===== src/rtl/mouse_receiver.sv =====
// PS/2 device-to-host receive stage: synchronises the pad lines, deserialises
// start/8 data/odd parity/stop frames and strobes each byte with an error code.
module mouse_receiver #(
   parameter int unsigned TIMEOUT_CYCLES = 50000
) (
   input  logic       CLK,
   input  logic       RESET,
   input  logic       CLK_MOUSE_IN,
   input  logic       DATA_MOUSE_IN,
   input  logic       READ_ENABLE,
   output logic [7:0] BYTE_READ,
   output logic [1:0] BYTE_ERROR_CODE,
   output logic       BYTE_READY,
   output logic [2:0] RECV_STATE
);

   localparam int unsigned CNT_W = (TIMEOUT_CYCLES < 1) ? 1 : $clog2(TIMEOUT_CYCLES + 1);
   localparam logic [CNT_W-1:0] TIMEOUT_VAL = CNT_W'(TIMEOUT_CYCLES);

   typedef enum logic [2:0] {
      IDLE   = 3'd0,
      DATA   = 3'd1,
      PARITY = 3'd2,
      STOP   = 3'd3,
      DONE   = 3'd4
   } state_t;

   state_t           state;
   state_t           state_next;
   logic             clk_sync_p0;
   logic             clk_sync_p1;
   logic             clk_prev_p2;
   logic             data_sync_p0;
   logic             data_sync_p1;
   logic             fall;
   logic             timed_out;
   logic [2:0]       bit_cnt;
   logic [CNT_W-1:0] timeout_cnt;
   logic [7:0]       shift_reg;
   logic             parity_err;

   // Odd parity over data plus parity bit: the parity bit must equal XNOR of the data.
   function automatic logic parity_error(input logic [7:0] data, input logic pbit);
      return pbit != ~^data;
   endfunction

   // Stage p0/p1: two-flop synchronisers, idle-high after reset; p2: previous clock level
   always_ff @(posedge CLK) begin
      if (RESET) begin
         clk_sync_p0  <= 1'b1;
         clk_sync_p1  <= 1'b1;
         clk_prev_p2  <= 1'b1;
         data_sync_p0 <= 1'b1;
         data_sync_p1 <= 1'b1;
      end else begin
         clk_sync_p0  <= CLK_MOUSE_IN;
         clk_sync_p1  <= clk_sync_p0;
         clk_prev_p2  <= clk_sync_p1;
         data_sync_p0 <= DATA_MOUSE_IN;
         data_sync_p1 <= data_sync_p0;
      end
   end

   assign fall      = clk_prev_p2 & ~clk_sync_p1;
   assign timed_out = (timeout_cnt == TIMEOUT_VAL);

   always_ff @(posedge CLK) begin
      if (RESET) state <= IDLE;
      else       state <= state_next;
   end

   // An edge always takes priority over an expiring timeout.
   always_comb begin
      state_next = state;
      case (state)
         IDLE:    if (fall && READ_ENABLE && !data_sync_p1) state_next = DATA;
         DATA: begin
            if (fall) begin
               if (bit_cnt == 3'd7) state_next = PARITY;
            end else if (timed_out) begin
               state_next = IDLE;
            end
         end
         PARITY: begin
            if (fall)           state_next = STOP;
            else if (timed_out) state_next = IDLE;
         end
         STOP: begin
            if (fall)           state_next = DONE;
            else if (timed_out) state_next = IDLE;
         end
         DONE:    state_next = IDLE;
         default: state_next = IDLE;
      endcase
   end

   always_ff @(posedge CLK) begin
      if (RESET) begin
         bit_cnt         <= 3'd0;
         timeout_cnt     <= '0;
         BYTE_READ       <= 8'h00;
         BYTE_ERROR_CODE <= 2'b00;
         BYTE_READY      <= 1'b0;
      end else begin
         BYTE_READY <= 1'b0;
         case (state)
            IDLE: begin
               bit_cnt     <= 3'd0;
               timeout_cnt <= '0;
            end
            DATA, PARITY: begin
               if (fall) begin
                  timeout_cnt <= '0;
                  if (state == DATA) bit_cnt <= bit_cnt + 3'd1;
               end else begin
                  timeout_cnt <= timeout_cnt + CNT_W'(1);
               end
            end
            STOP: begin
               if (fall) begin
                  timeout_cnt     <= '0;
                  BYTE_READ       <= shift_reg;
                  BYTE_ERROR_CODE <= {~data_sync_p1, parity_err};
                  BYTE_READY      <= 1'b1;
               end else begin
                  timeout_cnt <= timeout_cnt + CNT_W'(1);
               end
            end
            default: timeout_cnt <= '0;
         endcase
      end
   end

   // Payload registers are fully rewritten by every frame, so they carry no reset.
   always_ff @(posedge CLK) begin
      if (fall && state == DATA)   shift_reg[bit_cnt] <= data_sync_p1;
      if (fall && state == PARITY) parity_err <= parity_error(shift_reg, data_sync_p1);
   end

   assign RECV_STATE = state;

endmodule


===== config.mk =====
export PLATFORM = sky130hd
export DESIGN_NAME = mouse_receiver
export DESIGN_NICKNAME = d
export VERILOG_FILES = /design/src/rtl/mouse_receiver.sv
export SDC_FILE = /design/constraint.sdc
export NUM_CORES = 1
export LEC_CHECK = 0
export ABC_AREA = 0
export CAP_MARGIN = 10
export CORE_UTILIZATION = 50
export CTS_CLUSTER_SIZE = 24
export DETAILED_ROUTE_END_ITERATION = 8
export GPL_ROUTABILITY_DRIVEN = 0
export PLACE_DENSITY_LB_ADDON = 0.1
export SETUP_SLACK_MARGIN = 0.1
export SLEW_MARGIN = 25
export SYNTH_ARGS = -nofsm -noshare
export SYNTH_HDL_FRONTEND = slang
export SYNTH_SLANG_ARGS = --single-unit

===== constraint.sdc =====
create_clock -name CLK -period 2.04 [get_ports CLK]
set_clock_uncertainty 0.05 [all_clocks]
set_input_delay 0.204 -clock CLK [delete_from_list [all_inputs] [get_ports CLK]]
set_output_delay 0.204 -clock CLK [all_outputs]
set_load 0.02 [all_outputs]

---- Word level (Yosys, flattened, before mapping) ----
Index checks and enable logic that the tools add are counted.
storage, ports and cells
  input bits .............................. 5
  bits in registers ....................... 47
  output and inout port bits .............. 14
cells by class
  mux-type cells .......................... 14
  $lt $le $gt $ge ......................... 2
  reduce and logical (&&, ||, !) cells .... 16
  $add $sub $neg .......................... 2
  bitwise logic cells ..................... 5
  equality and inequality tests ........... 10
operator list
  kind                                                                           count
  3-bit two-way mux                                                              8
  16-bit by 1-bit adder with 16-bit output (second input constant)               1
  16-bit equality test (second input constant)                                   1
  3-bit case mux with 4 select lines                                             1
  8-bit bitwise mux                                                              1
  8-bit XNOR reduction                                                           1
  3-bit by 2-bit equality test with 1-bit output (second input constant)         2
  2-bit != test (second input constant)                                          3
  3-bit case mux with 2 select lines                                             1
  3-bit OR reduction                                                             2
  1-bit logical AND                                                              5
  3-bit by 4-bit less-than comparator with 1-bit output (second input constant)  1
  1-bit NOT                                                                      4
  2-bit AND reduction                                                            2
  2-bit OR reduction                                                             2
  3-bit by 1-bit adder with 3-bit output (second input constant)                 1
  1-bit demux with 3-bit select                                                  1
  3-bit by 1-bit equality test with 1-bit output (second input constant)         1
  3-bit equality test (second input constant)                                    1
  3-bit by 1-bit >= comparator with 1-bit output (second input constant)         1
  3-bit zero test                                                                1
  3-bit != test (second input constant)                                          1
  3-bit AND reduction                                                            1
  1-bit two-way mux                                                              2
  other kinds (4)                                                                4

---- Logic depth before layout (Yosys ltp) ----
  depth after elaboration ................. 6
  depth in mapped cells ................... 6
  mapped depth without buffers ............ 6

---- Least setup slack after synthesis ----
OpenSTA, ideal clock, no wires.
  path type ............................... reg2reg
  start ................................... register state[0] (netlist: RECV_STATE[0])
  end ..................................... register shift_reg[0], enable pin
  required time ........................... 1.678 ns
  path buffers ............................ 1
  arrival time ............................ 1.367 ns
  stages on the path, launching flop included .. 5
  clock period less this slack ............ 1.730 ns
  setup slack ............................. 0.310 ns
  cell sequence ........................... dfxtp_1 -> clkbuf_1 -> nor4b_2 -> nand2b_1 -> nor3_1
between the ends
  cells in the longest elaborated chain, start to end .. 2
ends and longest elaborated chain
  item                                            line  RTL
  start: declaration                              28    state_t state;
  start signal: assignment                        69    else state <= state_next;
  3-bit by 1-bit equality test with 1-bit output  136   if (fall && state == DATA) shift_reg[bit_cnt] <= data_sync_p1;
  1-bit logical AND                               136
  end signal: indexed assignment                  136
  end: declaration                                39    logic [7:0] shift_reg;
Every way passes these cells.
A chain may end at the register's enable or synchronous reset.

---- Worst setup path in the final report ----
  start ................................... register clk_sync_p1
  end ..................................... register shift_reg[1], enable pin
between the ends
  cells in the longest elaborated chain, start to end .. 3
ends and longest elaborated chain
  item                      line  RTL
  start: declaration        31    logic clk_sync_p1;
  start signal: assignment  57    clk_sync_p1 <= clk_sync_p0;
  1-bit NOT                 64    assign fall = clk_prev_p2 & ~clk_sync_p1;
  1-bit AND                 64
  1-bit logical AND         136
Every way passes these cells.

==> run_results.csv <==
group,metric,value,unit
grt,antenna_found_initial,0,
finish,fin_cells,267,
setup_path,r2r_cells,4,
pwr,power_switching,0.000303,W
synth,postSynthAreaPerCell,10.1,um2
timing,slew_viol_final,0,
clock_network,cts_setup_buffers,0,
synth,synth_most_common_cell,"dfxtp_1",
clock_network,cts_root_buf,"clkbuf_8",
route,drt_wl_total,3.46,mm
route,via_count,1415,
floorplan,die_area,4200,um2
timing,clock.fmax,561,MHz
synth,yosysTopAreaCell,"dfxtp_1",
synth,synth_common_cells,"dfxtp_1 (38), nor2_1 (37), xnor2_1 (14)",
synth,netlist_top_cells_area,"dfxtp_1 (39%), edfxtp_1 (14%), nor2_1 (7.0%), xnor2_1 (6.2%), mux2i_1 (5.1%)",
floorplan,die_w,64.8,um
pwr,p_clk_share,34.8,%
clock_network,clk_path_buf_depth,2,
place,hpwl,2.50,mm
pwr,pwr-share-seq,63.0,%
setup_path,regToRegSetupSlack,0.26,ns
finish,antennaDiodeCount,0,
clock_network,clk_pin_slew_worst_paths,0.08,ns
synth,ys_async_sr_fraction,0,%
finish,largest_reg_flops,16,
setup_path,timing.rr.start,"clk_sync_p1",
synth,ys_seq_area_share,52.3,%
finish,area_growth,16.6,%
clock_network,cts_buffers,5,
clock_network,cts_tree,"built",
synth,synth_warnings,0,
synth,synth.cell_area,1970,um2
pwr,p_leak,0.858,nW
hold_path,worstHoldStart,"clk_sync_p0",
synth,syn_inst,195,
pwr,power_density,656,nW/um2
timing,rsz0062_at_grt,"no",
timing,final.setup.tns,0,ns
setup_path,cp_data_required_time,1.98,ns
setup_path,r2r_end,"shift_reg[1]",
synth,synth_seq_cells,47,
grt,grt_overflow_total,0,
finish,final.fill_count,335,
hold_path,hold_class,"flop to flop",
clock_network,h-tree-depth,2,
pwr,swShare,20.1,%
setup_path,cp-start-kind,"flop",
pwr,peakVddDrop,438,uV
finish,final_nets,227,
grt,grtUsageTotal,18.8,%
route,ant_nets,0,
place,dp_cells,259,
grt,grt_pass1_wl,5.89,mm
clock_network,clock_latency,0.30,ns
route,vias_per_cell,5.30,
route,drc,0,
timing,hold_ws,0.363,ns
setup_path,endpoint_kind,"flop",
flow_run,maxCapViolCount,0,
grt,grt_max_degree,22,
timing,post-route-period-util,87.4,%
setup_path,setup.worst_path.class,"flop to flop",
timing,post-route-min-period,1.78,ns
timing,hold_viol,0,
synth,syn_nets,204,
clock_network,hold_buffers,0,
timing,setup_viol,0,
pwr,p_int,0.00120,W
synth,synth_ff_type,"dfxtp_1",
setup_path,critPathMaxFanout,5,
synth,synth_cell_types,38,
setup_path,endpoint,"shift_reg[1]",
timing,relSlewSlack,65.6,%
setup_path,arrival,1.72,ns
finish,drive_gt1_share,10.0,%
floorplan,die_h,64.8,um
synth,synth_edf_count,9,
route,drt_iter0_drc,79,
setup_path,crit_start,"clk_sync_p1",
clock_network,cts_sinks,47,
clock_network,ctsResizeCount,0,
grt,grt_pass1_vias,1408,
route,wl_per_cell,12.9,um
route,dr.pass1.iters,4,
pwr,power_frac_comb,2.2,%
floorplan,core_area,3720,um2
timing,worst_pin_slew,0.516,ns
place,portBuffers,18,
floorplan,io_pins,19,
finish,fin_util,61.9,%
floorplan,start_util,53.0,%
synth,synth.top_cell.area_share,38.6,%
floorplan,num_rows,22,
status,status,"finished clean",
-- critical path, stage by stage, from the launching register on --
cell and delay (ns):
dfxtp_1 0.32, nand2b_1 0.21, nor4b_2 0.47, nand2_1 0.21, nor3_1 0.22
-- cell families after synthesis --
family,Yosys count,synth area share [%]
AND/OR/NAND/NOR,87,24.0
flip-flops,47,52.3
XOR/XNOR,20,8.89
AO/OA/AOI/OAI,14,4.64
buffers and inverters,13,2.54
multiplexers,10,5.08
adder cells (fa/ha/maj),4,2.54
-- worst min path at each step --
stage                  endpoint  depth (start not counted)
floorplan           clk_sync_p0                          1
global placement    clk_sync_p1                          1
detailed placement  clk_sync_p1                          1
CTS                 clk_sync_p1                          1
global route        clk_sync_p1                          1
finish              clk_sync_p1                          1
-- layout by cell type (no fill, tap or decap), types with 3 or more instances in the layout --
| cell type | instances |
|---|---|
| dfxtp_1 | 38 |
| nor2_1 | 37 |
| clkdlybuf4s50_1 | 18 |
| xnor2_1 | 14 |
| mux2i_1 | 10 |
| edfxtp_1 | 9 |
| nor3_1 | 7 |
| inv_1 | 7 |
| or2_2 | 7 |
| nand2_1 | 6 |
| xor2_1 | 6 |
| nand3_1 | 5 |
| clkbuf_8 | 5 |
| nand2b_1 | 4 |
| a21oi_1 | 4 |
| ha_1 | 4 |
| buf_4 | 4 |
| a22oi_1 | 3 |
| o21ai_0 | 3 |
-- per-layer routing --
layer	routed length [um]	up-vias	global-route usage [%]
li1	-	711	-
met1	1480	668	19.8
met2	1760	28	32.8
met3	147	8	6.51
met4	74	0	9.44
met5	0	-	0
-- through the flow --
step	setup WS (ns)	area, um2	power [W]
2_1_floorplan	0.310	1970	0.000989
3_3_place_gp	0.243	2220	0.00100
3_5_place_dp	0.208	2220	0.00100
4_1_cts	0.275	2300	0.00153
5_1_grt	0.155	2300	0.00157
6_report	0.257	2300	0.00151
-- power groups by stage --
stage | Clock, W | Combinational [W] | Sequential (W)
2_1_floorplan | 0 | 0.0000175 | 0.000972
3_3_place_gp | 0 | 0.0000323 | 0.000972
3_5_place_dp | 0 | 0.0000331 | 0.000972
4_1_cts | 0.000548 | 0.0000331 | 0.000950
5_1_grt | 0.000588 | 0.0000365 | 0.000950
6_report | 0.000525 | 0.0000329 | 0.000950
-- area by class of cell --
| class | count | area (um2) | area share, % |
|---|---|---|---|
| well taps | 48 | 60.1 | 2.61 |
| repair buffers | 22 | 210 | 9.15 |
| multi-input cells | 135 | 890 | 38.7 |
| inverters | 7 | 26.3 | 1.14 |
| clock inverters | 1 | 5.00 | 0.218 |
| flip-flops and latches | 47 | 1030 | 44.9 |
| clock buffers | 7 | 76.3 | 3.32 |
Note: power is estimated with default switching activity, not from simulation.
